===== src/rtl/imem_loader_pkg.sv =====
// Shared types for the instruction-memory loader: FSM state encoding and
// the small helpers the top-level uses.
package imem_loader_pkg;

  typedef enum logic [2:0] {
    ST_IDLE,
    ST_LEN_HI,
    ST_LEN_LO,
    ST_DATA,
    ST_WRITE,
    ST_CHECK,
    ST_DONE,
    ST_ERR
  } state_t;

  localparam logic [31:0] WORD_STRIDE = 32'd4;

  // START is only honoured where no frame is in flight.
  function automatic logic start_ok(input state_t s);
    return (s == ST_IDLE) || (s == ST_DONE) || (s == ST_ERR);
  endfunction

endpackage


===== src/rtl/imem_loader_byte_packer.sv =====
// 8->32 big-endian shift register with a 2-bit byte counter; FULL flags that
// three bytes are already held, so the next SHIFT completes the word.
module byte_packer (
  input  logic        CLOCK,
  input  logic        RESET_N,
  input  logic        CLR,
  input  logic        SHIFT,
  input  logic [7:0]  BYTE,
  output logic [31:0] WORD,
  output logic        FULL
);

  logic [1:0]  r_cnt;
  logic [31:0] r_word;

  always_ff @(posedge CLOCK or negedge RESET_N) begin
    if (!RESET_N) begin
      r_cnt  <= 2'd0;
      r_word <= 32'd0;
    end else if (CLR) begin
      r_cnt  <= 2'd0;
      r_word <= 32'd0;
    end else if (SHIFT) begin
      r_cnt  <= r_cnt + 2'd1;
      r_word <= {r_word[23:0], BYTE};
    end
  end

  assign WORD = r_word;
  assign FULL = (r_cnt == 2'd3);

endmodule


===== src/rtl/imem_loader.sv =====
// Host-link loader: unpacks a framed byte stream into 32-bit words, writes
// them to instruction memory, verifies an XOR checksum and releases the core.
module imem_loader
  import imem_loader_pkg::*;
#(
  parameter logic [31:0] BASE_ADDR = 32'd0,
  parameter int          MAX_WORDS = 64
) (
  input  logic        CLOCK,
  input  logic        RESET_N,
  input  logic        START,
  input  logic        BYTE_VALID,
  input  logic [7:0]  BYTE_DATA,
  output logic        BYTE_READY,
  output logic        MEM_WE,
  output logic [31:0] MEM_A,
  output logic [31:0] MEM_WD,
  output logic        CPU_HOLD,
  output logic        DONE,
  output logic        ERROR
);

  localparam logic [31:0] MAX_W = 32'(MAX_WORDS);

  state_t      r_state;
  logic        r_ready;
  logic        r_we;
  logic [31:0] r_addr;
  logic        r_hold;
  logic        r_done;
  logic        r_err;
  logic [15:0] r_len;
  logic [15:0] r_wcnt;
  logic [7:0]  r_csum;

  logic        w_xfer;
  logic        w_start;
  logic        w_shift;
  logic        w_clr;
  logic        w_full;
  logic [15:0] w_len_n;
  logic [31:0] w_word;

  assign w_xfer  = BYTE_VALID & r_ready;
  assign w_start = START & start_ok(r_state);
  assign w_shift = w_xfer & (r_state == ST_DATA);
  assign w_clr   = (r_state == ST_IDLE) | w_start;
  assign w_len_n = {r_len[15:8], BYTE_DATA};

  byte_packer u_packer (
    .CLOCK   (CLOCK),
    .RESET_N (RESET_N),
    .CLR     (w_clr),
    .SHIFT   (w_shift),
    .BYTE    (BYTE_DATA),
    .WORD    (w_word),
    .FULL    (w_full)
  );

  always_ff @(posedge CLOCK or negedge RESET_N) begin
    if (!RESET_N) begin
      r_state <= ST_IDLE;
      r_ready <= 1'b0;
      r_we    <= 1'b0;
      r_addr  <= BASE_ADDR;
      r_hold  <= 1'b1;
      r_done  <= 1'b0;
      r_err   <= 1'b0;
      r_len   <= 16'd0;
      r_wcnt  <= 16'd0;
      r_csum  <= 8'd0;
    end else begin
      case (r_state)
        // A restart from DONE/ERR takes the same path as a fresh start.
        ST_IDLE, ST_DONE, ST_ERR: begin
          if (w_start) begin
            r_state <= ST_LEN_HI;
            r_ready <= 1'b1;
            r_addr  <= BASE_ADDR;
            r_hold  <= 1'b1;
            r_done  <= 1'b0;
            r_err   <= 1'b0;
            r_wcnt  <= 16'd0;
            r_csum  <= 8'd0;
          end
        end
        ST_LEN_HI: begin
          if (w_xfer) begin
            r_len[15:8] <= BYTE_DATA;
            r_state     <= ST_LEN_LO;
          end
        end
        ST_LEN_LO: begin
          if (w_xfer) begin
            r_len[7:0] <= BYTE_DATA;
            if (32'(w_len_n) > MAX_W) begin
              r_state <= ST_ERR;
              r_ready <= 1'b0;
              r_err   <= 1'b1;
            end else if (w_len_n == 16'd0) begin
              r_state <= ST_CHECK;
            end else begin
              r_state <= ST_DATA;
            end
          end
        end
        ST_DATA: begin
          if (w_xfer) begin
            r_csum <= r_csum ^ BYTE_DATA;
            if (w_full) begin
              r_state <= ST_WRITE;
              r_ready <= 1'b0;
              r_we    <= 1'b1;
            end
          end
        end
        ST_WRITE: begin
          r_we    <= 1'b0;
          r_ready <= 1'b1;
          r_addr  <= r_addr + WORD_STRIDE;
          r_wcnt  <= r_wcnt + 16'd1;
          r_state <= (r_wcnt + 16'd1 == r_len) ? ST_CHECK : ST_DATA;
        end
        ST_CHECK: begin
          if (w_xfer) begin
            r_ready <= 1'b0;
            if (BYTE_DATA == r_csum) begin
              r_state <= ST_DONE;
              r_done  <= 1'b1;
              r_hold  <= 1'b0;
            end else begin
              r_state <= ST_ERR;
              r_err   <= 1'b1;
            end
          end
        end
        default: r_state <= ST_IDLE;
      endcase
    end
  end

  assign BYTE_READY = r_ready;
  assign MEM_WE     = r_we;
  assign MEM_A      = r_addr;
  assign MEM_WD     = w_word;
  assign CPU_HOLD   = r_hold;
  assign DONE       = r_done;
  assign ERROR      = r_err;

endmodule

===== config.mk =====
export PLATFORM = sky130hd
export DESIGN_NAME = imem_loader
export DESIGN_NICKNAME = d
export VERILOG_FILES = /design/src/rtl/imem_loader_pkg.sv /design/src/rtl/imem_loader_byte_packer.sv /design/src/rtl/imem_loader.sv
export SDC_FILE = /design/constraint.sdc
export NUM_CORES = 1
export LEC_CHECK = 0
export CORE_ASPECT_RATIO = 1.25
export CORE_MARGIN = 2
export CORE_UTILIZATION = 45
export CTS_CLUSTER_SIZE = 10
export DETAILED_ROUTE_END_ITERATION = 10
export PLACE_DENSITY = 0.68
export SETUP_SLACK_MARGIN = 0.1
export SYNTH_ARGS = -nofsm -noshare
export SYNTH_HDL_FRONTEND = slang
export SYNTH_HIERARCHICAL = 1
export SYNTH_SLANG_ARGS = --single-unit
export TNS_END_PERCENT = 100

===== constraint.sdc =====
create_clock -name CLOCK -period 3.65 [get_ports CLOCK]
set_clock_uncertainty 0.2 [all_clocks]
set_input_delay 0.365 -clock CLOCK [delete_from_list [all_inputs] [get_ports CLOCK]]
set_output_delay 0.365 -clock CLOCK [all_outputs]
set_load 0.005 [all_outputs]

* After elaboration in Yosys (flattened, before gate mapping)
Index checks and enable logic that the tools add are counted.
** Storage, ports and cells
- Bits in registers :: 114
- Input port bits :: 12
- Output and inout port bits :: 69
- Logic and storage cells :: 106
** Cells by class
- Add/subtract/negate cells :: 3
- Magnitude comparators :: 1
- Eq/ne operators :: 19
- Muxes and demuxes :: 44
- Bitwise gates (word level) :: 5
- Reductions and logical operators :: 21
** Operator list (count)
- $mux 32 :: 3
- $pmux 32 s2 :: 1
- $add 32x3->32 const B :: 1
- $pmux 16 s2 :: 1
- $mux 3 :: 9
- $mux 1 :: 18
- $pmux 3 s6 :: 1
- $add 16x1->16 const B :: 1
- $eq 16x16->1 :: 1
- $gt 16x7->1 const B :: 1
- $logic_not 16->1 :: 1
- $mux 16 :: 1
- $mux 8 :: 2
- $ne 2x2->1 const B :: 8
- $pmux 8 s2 :: 1
- $eq 3x3->1 const B :: 4
- $reduce_and 6->1 :: 2
- $reduce_bool 2->1 :: 5
- $eq 8x8->1 :: 1
- $xor 8x8->8 :: 1
- $reduce_and 7->1 :: 1
- $eq 3x2->1 const B :: 2
- $pmux 1 s2 :: 3
- $reduce_and 2->1 :: 3
- other kinds (16) :: 21

* Depth between registers and ports, before layout
Gate-level depths: netlist of run 1.
- Depth in word-level cells :: 6
- Gate-level depth with buffers :: 8
- Gate-level depth less buffers :: 7

* Modules after synthesis
The synthesis of run 1 kept the hierarchy.
** By module, submodules not included
- imem_loader :: instances 1, cells an instance 488, area each 4419.2 um^2, seq. area each 1953.1 um^2
- byte_packer :: instances 1, cells an instance 111, area each 1418.9 um^2, seq. area each 850.8 um^2

* Worst setup path before layout of run 1
OpenSTA, ideal clock, no wires.
- Kind :: register -> register
- From :: register r_wcnt[0]
- To :: register r_state[1]
- Setup time :: 124 ps
- Arrival :: 2128 ps
- Required time :: 3326 ps
- Setup slack :: 1198 ps
- Stages on the path, launching flop included :: 8
- Buffers on the path :: 0
- Period minus slack after synthesis :: 2452 ps
- Cells stage by stage :: dfrtp_1 -> ha_1 -> nand3_2 -> nor3_1 -> mux2_2 -> a31oi_1 -> o2111ai_1 -> o31a_1
** Between the ends
- Longest elaborated chain between the ends :: 4
** Ends and longest elaborated chain
- start, declared :: line imem_loader.sv:33 : logic [15:0] r_wcnt;
- start signal, assigned :: line imem_loader.sv:121 : r_wcnt <= r_wcnt + 16'd1;
- $add 16x1->16 :: line imem_loader.sv:122 : r_state <= (r_wcnt + 16'd1 == r_len) ? ST_CHECK : ST_DATA;
- $eq 16x16->1 :: line imem_loader.sv:122
- $mux 3 :: line imem_loader.sv:122
- $pmux 3 s6 :: line imem_loader.sv:73 : case (r_state)
- end signal, assigned :: line imem_loader.sv:122
- end, declared :: line imem_loader.sv:25 : state_t r_state;
No other way between the ends.
A chain may end at the register's enable or synchronous reset.

* Final worst setup path of run 1
Ends and elaborated chain as after synthesis.

==> impl_metrics.xml, run 1 <==
<?xml version="1.0" encoding="UTF-8"?>
<metrics>
  <group name="routing">
    <metric name="first_pass_iters" unit="">5</metric>
    <metric name="vias_per_cell" unit="">5.630</metric>
    <metric name="ant_nets" unit="">0</metric>
    <metric name="drc_errors" unit="">0</metric>
    <metric name="wire_per_inst" unit="um">16.73</metric>
    <metric name="vias" unit="">4684</metric>
    <metric name="drt-initial-drc-count" unit="">277</metric>
    <metric name="routed_wl" unit="um">13920</metric>
  </group>
  <group name="timing">
    <metric name="timing_worst_slew_pin_value" unit="ns">0.9921</metric>
    <metric name="relSlewSlack" unit="%">33.86</metric>
    <metric name="hold_viol" unit="">21</metric>
    <metric name="period_share" unit="%">73.51</metric>
    <metric name="hold_slack" unit="ns">-0.02246</metric>
    <metric name="setup-tns-final" unit="ns">0</metric>
    <metric name="fmax" unit="MHz">372.7</metric>
    <metric name="timing.final.crit_period" unit="ns">2.683</metric>
    <metric name="grt_setup_unrepaired" unit="">false</metric>
    <metric name="setup_viol" unit="">0</metric>
    <metric name="final.setup.worst_slack" unit="ns">0.9668</metric>
    <metric name="drv_slew" unit="">0</metric>
  </group>
  <group name="placed_design">
    <metric name="dp_worst_setup_slack" unit="ns">0.8975</metric>
    <metric name="place.port_buffers" unit="">78</metric>
    <metric name="gp_congestion" unit="">0.8978</metric>
    <metric name="hpwlAfterDp" unit="um">9577</metric>
  </group>
  <group name="clocking">
    <metric name="path_clk_slew" unit="ns">0.07</metric>
    <metric name="cts_hold_repair.buffers" unit="">0</metric>
    <metric name="number_of_h_tree_levels" unit="">3</metric>
    <metric name="cts_resizes" unit="">0</metric>
    <metric name="numCtsBuffers" unit="">9</metric>
    <metric name="cts_tree" unit="">done</metric>
    <metric name="cts_num_sinks" unit="">112</metric>
    <metric name="cts-root-to-sink-buffers" unit="">2</metric>
    <metric name="clock_tree_root" unit="">sky130_fd_sc_hd__clkbuf_16</metric>
    <metric name="cts_setup_buffers" unit="">0</metric>
    <metric name="clkLatencyLatePin" unit="ns">0.35</metric>
  </group>
  <group name="global_routing">
    <metric name="grt_remaining_overflow" unit="">0</metric>
    <metric name="initial_antenna_violation_count" unit="">0</metric>
    <metric name="grt_first_pass_wirelength" unit="um">23100</metric>
    <metric name="grt_max_degree" unit="">79</metric>
    <metric name="via_count_of_the_first_global_routing_pass" unit="">4583</metric>
    <metric name="gr-usage-met2" unit="%">34.41</metric>
    <metric name="combined_global_route_utilization_of_all_metal_layers" unit="%">20.45</metric>
    <metric name="met1_track_utilization_from_global_routing" unit="%">26.04</metric>
    <metric name="met3_resource_use_gr" unit="%">4.415</metric>
    <metric name="top_usage_layer" unit="">met2</metric>
  </group>
  <group name="logic_synthesis">
    <metric name="synth_sequential_area_ratio" unit="%">48.03</metric>
    <metric name="synth_area" unit="um2">5838</metric>
    <metric name="synthFlopType" unit="">sky130_fd_sc_hd__dfrtp_1</metric>
    <metric name="synth_cell_types" unit="">64</metric>
    <metric name="postSynthRegisterBits" unit="">112</metric>
    <metric name="synth_async_reset_ratio" unit="%">100.0</metric>
    <metric name="synth-edff-count" unit="">0</metric>
    <metric name="ys.warnings.count" unit="">6</metric>
    <metric name="synthesis.area_per_instance" unit="um2">9.746</metric>
    <metric name="postSynthCellCount" unit="">599</metric>
  </group>
  <group name="power">
    <metric name="power-per-cell-area" unit="nW/um2">583.3</metric>
    <metric name="fin_total_pwr" unit="uW">4069</metric>
    <metric name="vdd_ir_max" unit="uV">335.0</metric>
    <metric name="total_leakage_power" unit="uW">0.002869</metric>
  </group>
  <group name="run">
    <metric name="max_cap_violations" unit="">0</metric>
  </group>
  <group name="setup_path">
    <metric name="critical_path.max_stage_delay" unit="ns">0.48</metric>
    <metric name="worst-path-buf-inv" unit="">0</metric>
    <metric name="critPathCaptureType" unit="">flip-flop</metric>
    <metric name="timing.critical_path.required" unit="ns">3.69</metric>
    <metric name="worstPathArrival" unit="ns">2.72</metric>
    <metric name="critPathSlowestCell" unit="">sky130_fd_sc_hd__or3b_2</metric>
    <metric name="crit_type" unit="">reg -&gt; reg</metric>
    <metric name="crit_path_cell_trace" unit="">ha_1, nand3_2, xnor2_1, or3b_2, a2111oi_4, o2111ai_1, o31a_1</metric>
    <metric name="crit_path_start_kind" unit="">flip-flop</metric>
    <metric name="cell_family_with_most_cp_delay" unit="">compound AO/OA/AOI/OAI gates</metric>
    <metric name="critPathMaxFanout" unit="">7</metric>
  </group>
  <group name="floorplan">
    <metric name="core.rowCount" unit="">46</metric>
    <metric name="placeableCoreArea" unit="um2">12660</metric>
    <metric name="pin_count" unit="">81</metric>
    <metric name="chipWidth" unit="um">105.9</metric>
    <metric name="die_area" unit="um2">13910</metric>
    <metric name="die_h" unit="um">131.3</metric>
    <metric name="start_util" unit="%">46.11</metric>
  </group>
  <group name="layout">
    <metric name="layout-area-overhead-vs-synth" unit="%">19.50</metric>
    <metric name="drive_above_1_share" unit="%">7.982</metric>
    <metric name="final_core_util" unit="%">55.10</metric>
    <metric name="num_antenna_cells" unit="">0</metric>
    <metric name="mostFrequentLayoutCell" unit="">sky130_fd_sc_hd__dfrtp_1</metric>
    <metric name="nNetsFinal" unit="">674</metric>
    <metric name="most-common-layout-cells" unit="">sky130_fd_sc_hd__dfrtp_1 (111), sky130_fd_sc_hd__clkdlybuf4s50_1 (77), sky130_fd_sc_hd__nand2_1 (67)</metric>
  </group>
  <group name="run_status">
    <metric name="failed_checks" unit="">hold timing</metric>
    <metric name="outcome" unit="">finished with violations</metric>
  </group>
  <group name="hold_path">
    <metric name="worst_hold_path_type" unit="">in -&gt; async</metric>
  </group>
</metrics>
worst reg2reg max path, delay by kind of cell (launching register included):
family / cells / cell delay, ns
adders and majority gates: 1 / 0.29
xor gates and xnor gates: 1 / 0.19
and+or+nand+nor: 2 / 0.66
AOI/OAI and AO/OA: 3 / 0.78
DFF: 1 / 0.46
synthesized netlist by cell type, drive strengths merged, types with 9 or more instances:
library cell / count / share of area (%)
a21oi: 11 / 0.94
buf: 13 / 2.3
clkbuf: 24 / 1.6
dfrtp: 111 / 48
inv: 9 / 0.58
mux2: 17 / 3.3
mux2i: 39 / 6.7
nand2: 67 / 4.3
nand3: 31 / 2.7
nand4: 11 / 1.2
nor2: 60 / 3.9
nor3: 9 / 0.77
o21ai: 63 / 5.4
o31ai: 13 / 1.7
xnor2: 22 / 3.3
per-stage QoR:
stage	instances	cell area [um2]
6_report	832	6977
5_1_grt	832	6977
4_1_cts	832	6977
3_5_place_dp	816	6670
3_3_place_gp	816	6670
2_1_floorplan	600	5842
area by class of cell:
type	instances	area, um2
Clock inverter	6	67.56
Tap cell	168	210.2
Inverter	10	37.54
Fill cell	1159	5685
Sequential cell	112	2804
Multi-Input combinational cell	441	2775
Clock buffer	10	239.0
Timing Repair Buffer	85	843.3
worst paths after layout:
path	from	endpoint	slack (ns)	depth (start not counted)
min	RESET_N	MEM_A[22]	-0.02	1
max	r_wcnt[0]	r_state[1]	0.97	7
min reg2reg	CPU_HOLD	CPU_HOLD	0.26	2
min in group CLOCK	CPU_HOLD	CPU_HOLD	0.26	2
max in group asynchronous	RESET_N	u_packer/WORD[5]	2.43	2
max reg2reg	r_wcnt[0]	r_state[1]	0.97	7
sequential cells by signal, summed over array words and instances, names as in the netlist:
name / count
u_packer/WORD: 32
BYTE_READY: 1
u_packer/r_cnt: 2
MEM_A: 30
CPU_HOLD: 1
r_csum: 8
DONE: 1
r_state: 3
r_len: 16
MEM_WE: 1
ERROR: 1
r_wcnt: 16
cell families (layout without fill, tap and decap cells):
family / count (synthesis) / count (layout) / share of synthesized area, %
adders and majority gates: 3 / 3 / 0.6430
other: 1 / 2 / 0.06423
and+or+nand+nor: 222 / 222 / 18.15
xor gates and xnor gates: 31 / 31 / 4.908
muxes: 56 / 56 / 9.966
AOI/OAI and AO/OA: 127 / 127 / 13.67
DFF: 112 / 112 / 48.03
buffers and inverters: 47 / 111 / 4.565
per-layer routing:
metal	vias to the layer above	part of all wire (%)
met4	0	2.3
met2	125	50
met1	2289	43
li1	2244	-
met3	26	4.6
met5	-	0
power breakdown:
group / internal (uW) / switching [uW] / total (uW)
clock network: 554 / 472 / 1030
logic: 614 / 650 / 1260
registers: 1480 / 303 / 1780
No activity file was read; power rests on OpenSTA's default activity.
==> inputs of run 2 (changes only) <==
Clock period 3.65 ns to 2.55 ns, I/O delays scaled along.
==> impl_metrics.xml, run 2 (synthesis gave the netlist of run 1 again) <==
<?xml version="1.0" encoding="UTF-8"?>
<metrics>
  <group name="floorplan">
    <metric name="die_h" unit="um">131.3</metric>
    <metric name="chipWidth" unit="um">105.9</metric>
    <metric name="start_util" unit="%">46.11</metric>
    <metric name="core.rowCount" unit="">46</metric>
    <metric name="die_area" unit="um2">13910</metric>
    <metric name="pin_count" unit="">81</metric>
    <metric name="placeableCoreArea" unit="um2">12660</metric>
  </group>
  <group name="layout">
    <metric name="regArea" unit="um2">2804</metric>
    <metric name="num-fill-cells" unit="">1130</metric>
    <metric name="most-common-layout-cells" unit="">sky130_fd_sc_hd__dfrtp_1 (111), sky130_fd_sc_hd__clkdlybuf4s50_1 (77), sky130_fd_sc_hd__nand2_1 (67)</metric>
    <metric name="layout-area-overhead-vs-synth" unit="%">23.49</metric>
    <metric name="final_core_util" unit="%">56.94</metric>
    <metric name="multi_input_area" unit="um2">2813</metric>
    <metric name="final_cells" unit="">856</metric>
    <metric name="nNetsFinal" unit="">698</metric>
    <metric name="largest_register_ffs" unit="">32</metric>
    <metric name="mostFrequentLayoutCell" unit="">sky130_fd_sc_hd__dfrtp_1</metric>
    <metric name="num_antenna_cells" unit="">0</metric>
    <metric name="drive_above_1_share" unit="%">12.06</metric>
  </group>
  <group name="clocking">
    <metric name="cts_num_sinks" unit="">112</metric>
    <metric name="cts-root-to-sink-buffers" unit="">2</metric>
    <metric name="number_of_h_tree_levels" unit="">3</metric>
    <metric name="clock_tree_root" unit="">sky130_fd_sc_hd__clkbuf_16</metric>
    <metric name="clkLatencyLatePin" unit="ns">0.35</metric>
    <metric name="cts_tree" unit="">done</metric>
    <metric name="numCtsBuffers" unit="">9</metric>
    <metric name="path_clk_slew" unit="ns">0.07</metric>
  </group>
  <group name="setup_path">
    <metric name="crit_start" unit="">r_wcnt[0]</metric>
    <metric name="critical_path.max_stage_delay" unit="ns">0.39</metric>
    <metric name="critPathSlowestCell" unit="">sky130_fd_sc_hd__or3b_4</metric>
    <metric name="timing.reg2reg.worst_path_depth" unit="">7</metric>
    <metric name="timing.critical_path.required" unit="ns">2.59</metric>
    <metric name="r2r-start" unit="">r_wcnt[0]</metric>
    <metric name="critPathMaxFanout" unit="">2</metric>
    <metric name="worstPathArrival" unit="ns">2.41</metric>
    <metric name="critPathCaptureType" unit="">flip-flop</metric>
    <metric name="crit_path_start_kind" unit="">flip-flop</metric>
    <metric name="crit_path_cell_trace" unit="">ha_2, nand3_2, xnor2_2, or3b_4, a2111oi_4, o2111ai_2, o31a_1</metric>
    <metric name="crit_type" unit="">reg -&gt; reg</metric>
  </group>
  <group name="run_status">
    <metric name="outcome" unit="">complete, no violations</metric>
  </group>
  <group name="global_routing">
    <metric name="grt_first_pass_wirelength" unit="um">24180</metric>
    <metric name="via_count_of_the_first_global_routing_pass" unit="">4886</metric>
    <metric name="initial_antenna_violation_count" unit="">0</metric>
    <metric name="top_usage_layer" unit="">met2</metric>
    <metric name="grt_max_degree" unit="">58</metric>
    <metric name="met3_resource_use_gr" unit="%">3.522</metric>
    <metric name="grt_remaining_overflow" unit="">0</metric>
    <metric name="met1_track_utilization_from_global_routing" unit="%">26.32</metric>
    <metric name="gr-usage-met2" unit="%">36.27</metric>
    <metric name="combined_global_route_utilization_of_all_metal_layers" unit="%">21.45</metric>
  </group>
  <group name="timing">
    <metric name="grt_setup_unrepaired" unit="">true</metric>
    <metric name="relSlewSlack" unit="%">50.52</metric>
    <metric name="timing_worst_slew_pin_value" unit="ns">0.7422</metric>
    <metric name="fmax" unit="MHz">420.7</metric>
    <metric name="setup-tns-final" unit="ns">0</metric>
    <metric name="setup_viol" unit="">0</metric>
    <metric name="final.setup.worst_slack" unit="ns">0.1732</metric>
    <metric name="hold_viol" unit="">0</metric>
    <metric name="timing.final.crit_period" unit="ns">2.377</metric>
    <metric name="period_share" unit="%">93.21</metric>
    <metric name="drv_slew" unit="">0</metric>
  </group>
  <group name="placed_design">
    <metric name="place.port_buffers" unit="">78</metric>
    <metric name="hpwlAfterDp" unit="um">9958</metric>
    <metric name="dp_cells" unit="">838</metric>
    <metric name="gp_congestion" unit="">0.9019</metric>
    <metric name="dp_worst_setup_slack" unit="ns">0.01119</metric>
  </group>
  <group name="power">
    <metric name="fin_total_pwr" unit="uW">5926</metric>
    <metric name="power-per-cell-area" unit="nW/um2">822.0</metric>
    <metric name="vdd_ir_max" unit="uV">425.0</metric>
    <metric name="total_leakage_power" unit="uW">0.002998</metric>
  </group>
  <group name="hold_path">
    <metric name="worst_hold_path_type" unit="">in -&gt; async</metric>
  </group>
  <group name="routing">
    <metric name="vias_per_cell" unit="">5.683</metric>
    <metric name="vias" unit="">4865</metric>
    <metric name="wire_per_inst" unit="um">16.86</metric>
    <metric name="drc_errors" unit="">0</metric>
    <metric name="routed_wl" unit="um">14430</metric>
    <metric name="drt-initial-drc-count" unit="">221</metric>
    <metric name="ant_nets" unit="">0</metric>
    <metric name="first_pass_iters" unit="">5</metric>
  </group>
  <group name="run">
    <metric name="max_cap_violations" unit="">0</metric>
  </group>
</metrics>
run 2: power breakdown:
group,internal (uW),leakage [uW],total [uW],switching (uW)
Combinational,961,0.00134,1990,1030
Sequential,2110,0.00151,2470,355
Clock,793,0.000145,1460,668
Total,3870,0.00300,5930,2060
run 2: timing repair:
action                     in CTS  in global routing
setup endpoints to repair       1                  1
hold endpoints to repair       43                  0
buffers inserted                1                  0
pin swaps                       0                  2
resized for setup               1                  6
hold buffers                    1                  0
run 2: final cells by class:
class / count / area share [%]
timing repair buffer: 109 / 14.40
inverter: 10 / 0.5207
multi-input combinational: 441 / 39.01
sequential: 112 / 38.89
tap: 168 / 2.916
clock buffer: 10 / 3.315
clock inverter: 6 / 0.9372
run 2: worst max-delay path, delay by kind of cell, from the launching register on:
kind	cells	cell delay, ns
adder cells (fa/ha/maj)	1	0.20
XOR/XNOR	1	0.17
AO/OA/AOI/OAI	3	0.83
flip-flops	1	0.37
AND/OR/NAND/NOR	2	0.50
run 2: per-stage QoR:
step	area (um2)	hold slack, ns
2_1_floorplan	5847	-0.2406
3_3_place_gp	6853	0.1115
3_5_place_dp	6853	0.1173
4_1_cts	7183	0.2768
5_1_grt	7209	0.3079
6_report	7209	0.2497
run 2: path summary, 6_finish.rpt:
kind                       slack, ns         end
hold reg to reg                 0.27    CPU_HOLD
min in group CLOCK              0.27    CPU_HOLD
max in group asynchronous       1.15    r_len[6]
setup / recovery                0.17  r_state[1]
setup reg to reg                0.17  r_state[1]
hold / removal                  0.25   MEM_A[22]
run 2: layer usage:
layer / up-vias / wire length (um) / part of all wire [%]
met5: - / 0 / 0
met4: 0 / 438 / 3.0
met3: 33 / 691 / 4.8
met2: 147 / 7233 / 50
met1: 2383 / 6069 / 42
li1: 2302 / - / -
